### config.mk
export PLATFORM = sky130hd
export DESIGN_NAME = serv_immenc
export DESIGN_NICKNAME = d
export VERILOG_FILES = /design/src/rtl/serv_immenc_pkg.sv /design/src/rtl/serv_immenc_chk.sv /design/src/rtl/serv_immenc.sv
export SDC_FILE = /design/constraint.sdc
export NUM_CORES = 1
export LEC_CHECK = 0
export CAP_MARGIN = 15
export CORE_MARGIN = 2
export CORE_UTILIZATION = 40
export CTS_CLUSTER_SIZE = 8
export DETAILED_ROUTE_END_ITERATION = 12
export PLACE_DENSITY = 0.61
export SYNTH_ARGS = -nofsm -noshare
export SYNTH_HDL_FRONTEND = slang
export SYNTH_SLANG_ARGS = --single-unit
### constraint.sdc
create_clock -name i_clk -period 8.5 [get_ports i_clk]
set_input_delay 2.125 -clock i_clk [delete_from_list [all_inputs] [get_ports i_clk]]
set_output_delay 2.125 -clock i_clk [all_outputs]
set_load 0.01 [all_outputs]
### src/rtl/serv_immenc_pkg.sv
// Shared encodings for the serial immediate encoder: instruction formats,
// FSM states and which register/opcode fields each format carries.
package serv_immenc_pkg;

  localparam logic [2:0] FMT_I = 3'd0;
  localparam logic [2:0] FMT_S = 3'd1;
  localparam logic [2:0] FMT_B = 3'd2;
  localparam logic [2:0] FMT_U = 3'd3;
  localparam logic [2:0] FMT_J = 3'd4;

  typedef enum logic [1:0] {
    ST_IDLE  = 2'd0,
    ST_SHIFT = 2'd1,
    ST_DONE  = 2'd2
  } state_e;

  typedef struct packed {
    logic rd;
    logic funct3;
    logic rs1;
    logic rs2;
  } field_en_t;

  localparam field_en_t EN_I    = '{rd: 1'b1, funct3: 1'b1, rs1: 1'b1, rs2: 1'b0};
  localparam field_en_t EN_S    = '{rd: 1'b0, funct3: 1'b1, rs1: 1'b1, rs2: 1'b1};
  localparam field_en_t EN_B    = '{rd: 1'b0, funct3: 1'b1, rs1: 1'b1, rs2: 1'b1};
  localparam field_en_t EN_U    = '{rd: 1'b1, funct3: 1'b0, rs1: 1'b0, rs2: 1'b0};
  localparam field_en_t EN_J    = '{rd: 1'b1, funct3: 1'b0, rs1: 1'b0, rs2: 1'b0};
  localparam field_en_t EN_NONE = '{rd: 1'b0, funct3: 1'b0, rs1: 1'b0, rs2: 1'b0};

  function automatic field_en_t field_en(input logic [2:0] fmt);
    case (fmt)
      FMT_I:   return EN_I;
      FMT_S:   return EN_S;
      FMT_B:   return EN_B;
      FMT_U:   return EN_U;
      FMT_J:   return EN_J;
      default: return EN_NONE;
    endcase
  endfunction

  function automatic logic fmt_reserved(input logic [2:0] fmt);
    return fmt > FMT_J;
  endfunction

endpackage

### src/rtl/serv_immenc_chk.sv
// Serial representability checker: folds one immediate bit per beat into sign-run and low-bit flags.
// Zero latency from flags to o_err; follows the encoder's beats, so it never stalls anything.
module serv_immenc_chk
  import serv_immenc_pkg::*;
(
  input  logic       i_clk,
  input  logic       i_rst_n,
  input  logic       i_clr,
  input  logic       i_vld,
  input  logic       i_bit,
  input  logic [4:0] i_count,
  input  logic [2:0] i_fmt,
  output logic       o_err
);

  logic all0;
  logic all1;
  logic low_err;
  logic in_range;
  logic low_bad;

  // Sign range starts at the format's top encodable bit; U has none, only low bits must be 0.
  always_comb begin
    in_range = 1'b0;
    low_bad  = 1'b0;
    case (i_fmt)
      FMT_I, FMT_S: in_range = i_count >= 5'd11;
      FMT_B: begin
        in_range = i_count >= 5'd12;
        low_bad  = (i_count == 5'd0) & i_bit;
      end
      FMT_J: begin
        in_range = i_count >= 5'd20;
        low_bad  = (i_count == 5'd0) & i_bit;
      end
      FMT_U:   low_bad = (i_count < 5'd12) & i_bit;
      default: ;
    endcase
  end

  always_ff @(posedge i_clk or negedge i_rst_n) begin
    if (!i_rst_n) begin
      all0    <= 1'b1;
      all1    <= 1'b1;
      low_err <= 1'b0;
    end else if (i_clr) begin
      all0    <= 1'b1;
      all1    <= 1'b1;
      low_err <= 1'b0;
    end else if (i_vld) begin
      if (in_range) begin
        all0 <= all0 & ~i_bit;
        all1 <= all1 & i_bit;
      end
      if (low_bad) low_err <= 1'b1;
    end
  end

  assign o_err = fmt_reserved(i_fmt) | low_err | ~(all0 | all1);

endmodule

### src/rtl/serv_immenc.sv
// Bit-serial RV32I immediate encoder: 32 accepted beats after i_start, o_valid one cycle after the last.
// Serial input stalls freely via i_imm_valid; output holds in DONE until i_ready.
module serv_immenc
  import serv_immenc_pkg::*;
#(
  parameter bit WITH_CHECK = 1'b1
) (
  input  logic        i_clk,
  input  logic        i_rst_n,
  input  logic        i_start,
  input  logic [2:0]  i_fmt,
  input  logic [6:0]  i_opcode,
  input  logic [2:0]  i_funct3,
  input  logic [4:0]  i_rd,
  input  logic [4:0]  i_rs1,
  input  logic [4:0]  i_rs2,
  input  logic        i_imm_valid,
  input  logic        i_imm,
  output logic        o_imm_ready,
  output logic        o_busy,
  output logic        o_valid,
  input  logic        i_ready,
  output logic [31:0] o_insn,
  output logic        o_err
);

  state_e      state;
  logic [2:0]  fmt_q;
  logic [4:0]  count;
  logic [31:0] insn_q;
  logic        valid_q;
  logic        busy_q;
  logic        rdy_q;
  logic        start;
  logic        beat;
  logic        map_vld;
  logic [4:0]  map_pos;
  logic [31:0] insn_init;
  field_en_t   fe;
  logic        err;

  assign start = (state == ST_IDLE) & i_start;
  assign beat  = rdy_q & i_imm_valid;

  always_comb begin
    fe        = field_en(i_fmt);
    insn_init = {7'd0,
                 fe.rs2    ? i_rs2    : 5'd0,
                 fe.rs1    ? i_rs1    : 5'd0,
                 fe.funct3 ? i_funct3 : 3'd0,
                 fe.rd     ? i_rd     : 5'd0,
                 i_opcode};
  end

  // Instruction bit position for immediate bit 'count'; map_vld=0 drops the bit.
  always_comb begin
    map_vld = 1'b0;
    map_pos = 5'd0;
    case (fmt_q)
      FMT_I: if (count <= 5'd11) begin map_vld = 1'b1; map_pos = count + 5'd20; end
      FMT_S: begin
        if (count <= 5'd4) begin map_vld = 1'b1; map_pos = count + 5'd7; end
        else if (count <= 5'd11) begin map_vld = 1'b1; map_pos = count + 5'd20; end
      end
      FMT_B: begin
        if (count == 5'd12) begin map_vld = 1'b1; map_pos = 5'd31; end
        else if (count == 5'd11) begin map_vld = 1'b1; map_pos = 5'd7; end
        else if (count >= 5'd5 && count <= 5'd10) begin map_vld = 1'b1; map_pos = count + 5'd20; end
        else if (count >= 5'd1 && count <= 5'd4) begin map_vld = 1'b1; map_pos = count + 5'd7; end
      end
      FMT_U: if (count >= 5'd12) begin map_vld = 1'b1; map_pos = count; end
      FMT_J: begin
        if (count == 5'd20) begin map_vld = 1'b1; map_pos = 5'd31; end
        else if (count == 5'd11) begin map_vld = 1'b1; map_pos = 5'd20; end
        else if (count >= 5'd12 && count <= 5'd19) begin map_vld = 1'b1; map_pos = count; end
        else if (count >= 5'd1 && count <= 5'd10) begin map_vld = 1'b1; map_pos = count + 5'd20; end
      end
      default: ;
    endcase
  end

  always_ff @(posedge i_clk or negedge i_rst_n) begin
    if (!i_rst_n) begin
      state   <= ST_IDLE;
      fmt_q   <= FMT_I;
      count   <= 5'd0;
      insn_q  <= 32'd0;
      valid_q <= 1'b0;
      busy_q  <= 1'b0;
      rdy_q   <= 1'b0;
    end else begin
      case (state)
        ST_IDLE: if (i_start) begin
          state  <= ST_SHIFT;
          fmt_q  <= i_fmt;
          count  <= 5'd0;
          insn_q <= insn_init;
          rdy_q  <= 1'b1;
          busy_q <= 1'b1;
        end
        ST_SHIFT: if (i_imm_valid) begin
          if (map_vld) insn_q[map_pos] <= i_imm;
          count <= count + 5'd1;
          if (count == 5'd31) begin
            state   <= ST_DONE;
            rdy_q   <= 1'b0;
            valid_q <= 1'b1;
          end
        end
        ST_DONE: if (i_ready) begin
          state   <= ST_IDLE;
          valid_q <= 1'b0;
          busy_q  <= 1'b0;
        end
        default: state <= ST_IDLE;
      endcase
    end
  end

  generate
    if (WITH_CHECK) begin : g_chk
      serv_immenc_chk u_chk (
        .i_clk   (i_clk),
        .i_rst_n (i_rst_n),
        .i_clr   (start),
        .i_vld   (beat),
        .i_bit   (i_imm),
        .i_count (count),
        .i_fmt   (fmt_q),
        .o_err   (err)
      );
    end else begin : g_nochk
      assign err = 1'b0;
    end
  endgenerate

  assign o_imm_ready = rdy_q;
  assign o_busy      = busy_q;
  assign o_valid     = valid_q;
  assign o_insn      = insn_q;
  assign o_err       = err;

endmodule

==> results.sh, run 1 <==
export IMPL_synth_area_leaders="dfrtp_1 31%, nand2_1 6.7%, a211oi_1 5.7%, a21oi_1 4.6%, a21o_1 4.1%"
export IMPL_drt_iter0_drc=167
export IMPL_drt_wl_total_um=11400
export IMPL_yosysTopAreaCell="dfrtp_1"
export IMPL_dieArea_um2=9960
export IMPL_drive_above_1_share_pct=9.45
export IMPL_setup_violations=0
export IMPL_synth_edf_count=0
export IMPL_root_buffer="clkbuf_8"
export IMPL_grt_pass1_wl_um=18200
export IMPL_final_util_pct=50.6
export IMPL_netlist_area_um2=3670
export IMPL_synth_seq_cells=48
export IMPL_cp_start_kind="primary input"
export IMPL_die_h_um=99.8
export IMPL_irDropWorstVdd_uv=126
export IMPL_fin_crit_sh_pct=51.9
export IMPL_drc=0
export IMPL_end_kind="flop"
export IMPL_routed_via_density=6.08
export IMPL_multi_input_area_um2=2290
export IMPL_hold_path_class="flop to flop"
export IMPL_post_cts_setup_buffer_count=0
export IMPL_ant_nets=0
export IMPL_finalClockSkew_ns=0.0104
export IMPL_start_util_pct=41.7
export IMPL_antenna_cells=0
export IMPL_reg2reg_depth=10
export IMPL_vias=3549
export IMPL_relSlewSlack_pct=34.4
export IMPL_worstMarginPinSlew_ns=0.984
export IMPL_ios=70
export IMPL_gp_congestion=0.939
export IMPL_synth_distinct_cells=76
export IMPL_syn_area_per_cell_um2=8.62
export IMPL_place_area_um2=4360
export IMPL_synth_most_common_cell="nand2_1"
export IMPL_grt_pass1_vias=3430
export IMPL_clk_pin_slew_ns=0.09
export IMPL_fillers=844
export IMPL_status="complete, no violations"
export IMPL_clock_latency_ns=0.30
export IMPL_dpl_hpwl_um=8260
export IMPL_die_w_um=99.8
export IMPL_grt_overflow=0
export IMPL_p_leak_nw=1.86
export IMPL_fmax_ghz=0.227
export IMPL_cts_buffers=5
export IMPL_drt_pass1_iterations=5
export IMPL_wire_per_inst_um=19.4
export IMPL_clock_path_buffers=2
export IMPL_slowest_delay_ns=0.58
export IMPL_finalInstanceArea_um2=4460
export IMPL_crit_slowest_cell="clkdlybuf4s50_1"
export IMPL_critical_path_required_ns=8.69
export IMPL_synth_commonest_cells="66 x nand2_1, 46 x dfrtp_1, 34 x a21oi_1, 31 x nor2_1, 28 x a211oi_1"
export IMPL_path_class="primary input to flop"
export IMPL_yosysSeqAreaShare_pct=32.8
export IMPL_r2r_end="o_insn[20]"
export IMPL_synthArstFlopShare_pct=100
export IMPL_crit_reg2reg_launch="count[3]"
export IMPL_crit_start="i_imm_valid"
export IMPL_path_cells="clkdlybuf4s50_1, nand3b_1, a311oi_1, o41ai_1, o2111a_1, nand2b_1, nor2_1, a21o_1, a21oi_1"
export IMPL_cap_violations=0
export IMPL_cts_sinks=48
export IMPL_crit_fanout=19
export IMPL_power_density_nw_per_um2=386
export IMPL_synthCells=426
export IMPL_min_period_ns=4.41
export IMPL_cts_resized=0
export IMPL_final_max_slew_violation_count=0
export IMPL_rows=34
export IMPL_cts_max_level=2
export IMPL_seqCellArea_um2=1200
export IMPL_ys_flop_type="dfrtp_1"
export IMPL_synthToLayoutAreaGrowth_pct=21.5
export IMPL_cp_endpoint="o_insn[16]"
export IMPL_grt_max_degree=53
export IMPL_finalHoldViolCount=0
export IMPL_synth_fp_nets=469
export IMPL_coreArea_um2=8810
export IMPL_yosysWarningCount=0
export IMPL_fin_tns_setup_ns=0
export IMPL_cts_tree="yes"
export IMPL_final_nets=520
export IMPL_track_usage_pct=23.0
export IMPL_hold_buffers=0
export IMPL_rsz0062_at_grt="false"
export IMPL_yosysTopAreaCellShare_pct=31.4
export IMPL_reg2reg_slack_ns=4.65
export IMPL_numPortBuffers=69
export IMPL_cp_data_arrival_time_ns=4.60
export IMPL_grt_antenna_before_repair=0
[cells by family (layout without fill, tap and decap cells)]
group | Yosys count | in the layout | share of synthesized area (%)
fa+ha+maj | 9 | 9 | 3.07
simple gates | 161 | 161 | 23.4
flops | 48 | 48 | 32.8
buf+inv | 36 | 86 | 4.94
compound gates | 169 | 169 | 35.0
xor+xnor | 3 | 3 | 0.716
[final cells by class]
type,count,area share (%)
clock buffers,5,1.54
repair buffers,71,15.7
clock inverters,1,0.673
multi-input cells,342,51.3
flip-flops and latches,48,27.0
inverters,9,0.758
well taps,108,3.03
[routing by layer]
layer	wire, um	GRT usage (%)	up-vias
met5	0	0	-
met2	5160	35.5	127
li1	-	-	1691
met3	606	4.25	11
met4	129	5.37	0
met1	5450	33.5	1720
[where the power goes]
group	total, mW	leakage [nW]	switching [mW]	internal (mW)
Clock	0.162	0.0501	0.0770	0.0846
Sequential	0.451	0.548	0.133	0.319
Combinational	1.11	1.26	0.646	0.462
Total	1.72	1.86	0.855	0.865
[state kept, by name, summed over array words and instances (netlist names)]
name	flops
count	5
fmt_q	3
g_chk.u_chk.all0	1
g_chk.u_chk.all1	1
g_chk.u_chk.low_err	1
o_busy	1
o_imm_ready	1
o_insn	32
o_valid	1
state	2
[layout by cell type (no fill, tap or decap), types with 3 or more instances in the layout]
master | synthesis | final
o31ai_1 | 3 | 3
nor3b_4 | 3 | 3
inv_1 | 9 | 9
a21o_1 | 20 | 20
nand2b_1 | 9 | 9
a21oi_1 | 34 | 34
o21ai_0 | 14 | 14
a22oi_1 | 4 | 4
nor2_2 | 4 | 4
nand2_1 | 66 | 66
clkbuf_8 | 0 | 5
a22o_1 | 3 | 3
nand3b_1 | 5 | 5
nand3_1 | 6 | 6
and3_1 | 6 | 5
ha_1 | 9 | 9
clkdlybuf4s50_1 | 0 | 68
and2_1 | 6 | 6
o211ai_1 | 15 | 15
a31oi_1 | 4 | 4
nor3_2 | 3 | 3
a211oi_1 | 28 | 28
xnor2_1 | 3 | 3
o31a_1 | 3 | 3
dfrtp_1 | 46 | 46
nor2_1 | 31 | 31
nor3_1 | 3 | 3
[worst min path at each step]
stage                                start  slack (ns)                to  cells past startpoint
after floorplan           g_chk.u_chk.all0        0.46  g_chk.u_chk.all0                      2
after global placement    g_chk.u_chk.all0        0.48  g_chk.u_chk.all0                      2
after detailed placement  g_chk.u_chk.all1        0.48  g_chk.u_chk.all1                      2
after CTS                 g_chk.u_chk.all1        0.49  g_chk.u_chk.all1                      2
after global routing      g_chk.u_chk.all0        0.52  g_chk.u_chk.all0                      2
final                     g_chk.u_chk.all1        0.49  g_chk.u_chk.all1                      2
[through the flow]
step	hold WS (ns)	std cells	worst slack (ns)	power, mW
floorplan	0.458	426	4.83	1.23
global placement	0.480	578	3.88	1.55
detailed placement	0.481	578	3.79	1.55
CTS	0.494	584	4.12	1.72
global route	0.521	584	3.78	1.85
finish	0.490	584	4.09	1.72
[critical path, delay by kind of cell]
| family | cells | cell delay (ns) |
|---|---|---|
| buffers and inverters | 1 | 0.58 |
| and+or+nand+nor | 3 | 0.87 |
| AOI/OAI and AO/OA | 5 | 1.01 |
(Power assumes the default switching activity.)
==> run 2, diff against run 1 <==
- PLACE_DENSITY: 0.61 -> 0.64
- clock period: 8.5 -> 3.77 ns (I/O delays scaled with it)
==> run 2 against run 1 <==
Total power grew 130%. Global-route usage rose by 1.3 points. Wire length up 3.5%. Largest power group unchanged. Worst hold slack got worse by 0.0012 ns. Critical path type is now flop to flop.
==> results.sh, run 2 (same netlist as run 1, synthesis figures left out) <==
export IMPL_clock_path_buffers=2
export IMPL_finalHoldViolCount=0
export IMPL_ant_nets=0
export IMPL_dieArea_um2=9960
export IMPL_drive_above_1_share_pct=13.2
export IMPL_root_buffer="clkbuf_8"
export IMPL_fin_tns_setup_ns=0
export IMPL_path_cells="ha_1, or3b_1, a32oi_1, a211oi_1, o2111a_1, nand2b_1, nor2_1, a21o_1, a21oi_1"
export IMPL_post_cts_setup_buffer_count=0
export IMPL_clk_pin_slew_ns=0.09
export IMPL_drt_iter0_drc=223
export IMPL_end_kind="flop"
export IMPL_power_density_nw_per_um2=860
export IMPL_die_w_um=99.8
export IMPL_worstMarginPinSlew_ns=0.842
export IMPL_pwr_share_comb_pct=67.6
export IMPL_relSlewSlack_pct=43.9
export IMPL_cap_violations=0
export IMPL_drt_wl_total_um=11700
export IMPL_worstHoldStart="g_chk.u_chk.all1"
export IMPL_final_max_slew_violation_count=0
export IMPL_crit_reg2reg_launch="count[3]"
export IMPL_grt_max_degree=36
export IMPL_die_h_um=99.8
export IMPL_rsz0062_at_grt="false"
export IMPL_coreArea_um2=8810
export IMPL_final_cell_mix="68 x clkdlybuf4s50_1, 66 x nand2_1, 46 x dfrtp_1, 34 x a21oi_1, 31 x nor2_1"
export IMPL_wire_per_inst_um=19.3
export IMPL_whs_ns=0.489
export IMPL_clock_latency_ns=0.31
export IMPL_cts_tree="yes"
export IMPL_status="complete, no violations"
export IMPL_critical_path_required_ns=3.96
export IMPL_dpl_hpwl_um=8940
export IMPL_layout_commonest_cell="clkdlybuf4s50_1"
export IMPL_numPortBuffers=69
export IMPL_drt_pass1_iterations=5
export IMPL_cp_start_kind="flop"
export IMPL_gp_congestion=1.01
export IMPL_ios=70
export IMPL_place_area_um2=4520
export IMPL_routed_via_density=6.03
export IMPL_cp_data_arrival_time_ns=3.52
export IMPL_hold_buffers=0
export IMPL_rows=34
export IMPL_setup_violations=0
export IMPL_irDropWorstVdd_uv=306
export IMPL_largest_reg_flops=32
export IMPL_crit_fanout=9
export IMPL_final_util_pct=52.3
export IMPL_cts_resized=0
export IMPL_netSwitchingFraction_pct=50.1
export IMPL_synthToLayoutAreaGrowth_pct=25.6
export IMPL_stdcell_count=608
export IMPL_clkPwrFrac_pct=8.0
export IMPL_internal_power_mw=1.98
export IMPL_crit_start="count[3]"
export IMPL_crit_slowest_cell="dfrtp_1"
export IMPL_min_period_ns=3.34
export IMPL_switchingPower_mw=1.99
export IMPL_placed_cells=600
export IMPL_grt_pass1_wl_um=19400
export IMPL_fin_crit_sh_pct=88.5
export IMPL_antenna_cells=0
export IMPL_final_nets=542
export IMPL_grt_antenna_before_repair=0
export IMPL_grt_overflow=0
export IMPL_cts_sinks=48
export IMPL_hold_path_class="flop to flop"
export IMPL_grt_pass1_vias=3691
export IMPL_cts_buffers=5
export IMPL_pwr_share_seq_pct=24.4
export IMPL_fmax_ghz=0.300
export IMPL_vias=3665
export IMPL_p_leak_nw=1.96
export IMPL_path_class="flop to flop"
export IMPL_finalClockSkew_ns=0.00758
export IMPL_drc=0
export IMPL_start_util_pct=41.7
export IMPL_track_usage_pct=24.3
export IMPL_finalInstanceArea_um2=4610
export IMPL_slowest_delay_ns=0.57
export IMPL_cts_max_level=2
run 2: changes by cell type in the layout (fill, tap and decap cells not counted), sizes merged:
| cell | before | now |
|---|---|---|
| buf | 3 | 25 |
| clkinv | 0 | 1 |
| clkbuf | 5 | 7 |
| bufinv | 1 | 0 |
run 2: worst paths after layout:
path                       slack [ns]                to  cells after the start
min in group asynchronous        0.73           o_valid                      1
max in group asynchronous        2.31        o_insn[17]                      2
max reg2reg                      0.43        o_insn[20]                      9
min reg2reg                      0.49  g_chk.u_chk.all1                      2
max                              0.43        o_insn[20]                      9
min                              0.49  g_chk.u_chk.all1                      2
run 2: area by class of cell:
class	count	area, um2
flip-flops and latches	48	1200
well taps	108	135
repair buffers	93	866
inverters	9	33.8
fillers	830	4200
clock inverters	1	8.76
multi-input cells	342	2290
clock buffers	7	76.3
run 2: per-stage QoR:
stage / setup WS [ns] / power, mW
finish: 0.433 / 3.96
detailed placement: 0.306 / 3.60
CTS: 0.485 / 3.94
global placement: 0.310 / 3.60
global route: 0.207 / 4.25
floorplan: 0.849 / 2.76
run 2: worst max-delay path: cells and delay by family, from the launching register on:
kind / cells / cell delay, ns
flops: 1 / 0.57
simple gates: 3 / 1.30
compound gates: 5 / 1.07
fa+ha+maj: 1 / 0.27
run 2: power by group through the flow:
stage	logic (mW)	clock network, mW	registers (mW)
after floorplan	1.84	0	0.924
after global placement	2.63	0	0.968
after detailed placement	2.64	0	0.962
after CTS	2.65	0.326	0.960
after global routing	2.91	0.344	0.997
final	2.68	0.318	0.967
run 2: per-layer routing:
layer | GRT usage [%] | vias to the layer above | routed length (um)
met5 | 0 | - | 0
met4 | 7.59 | 0 | 308
met3 | 4.18 | 27 | 745
met2 | 37.6 | 155 | 5290
met1 | 34.7 | 1733 | 5410
li1 | - | 1750 | -
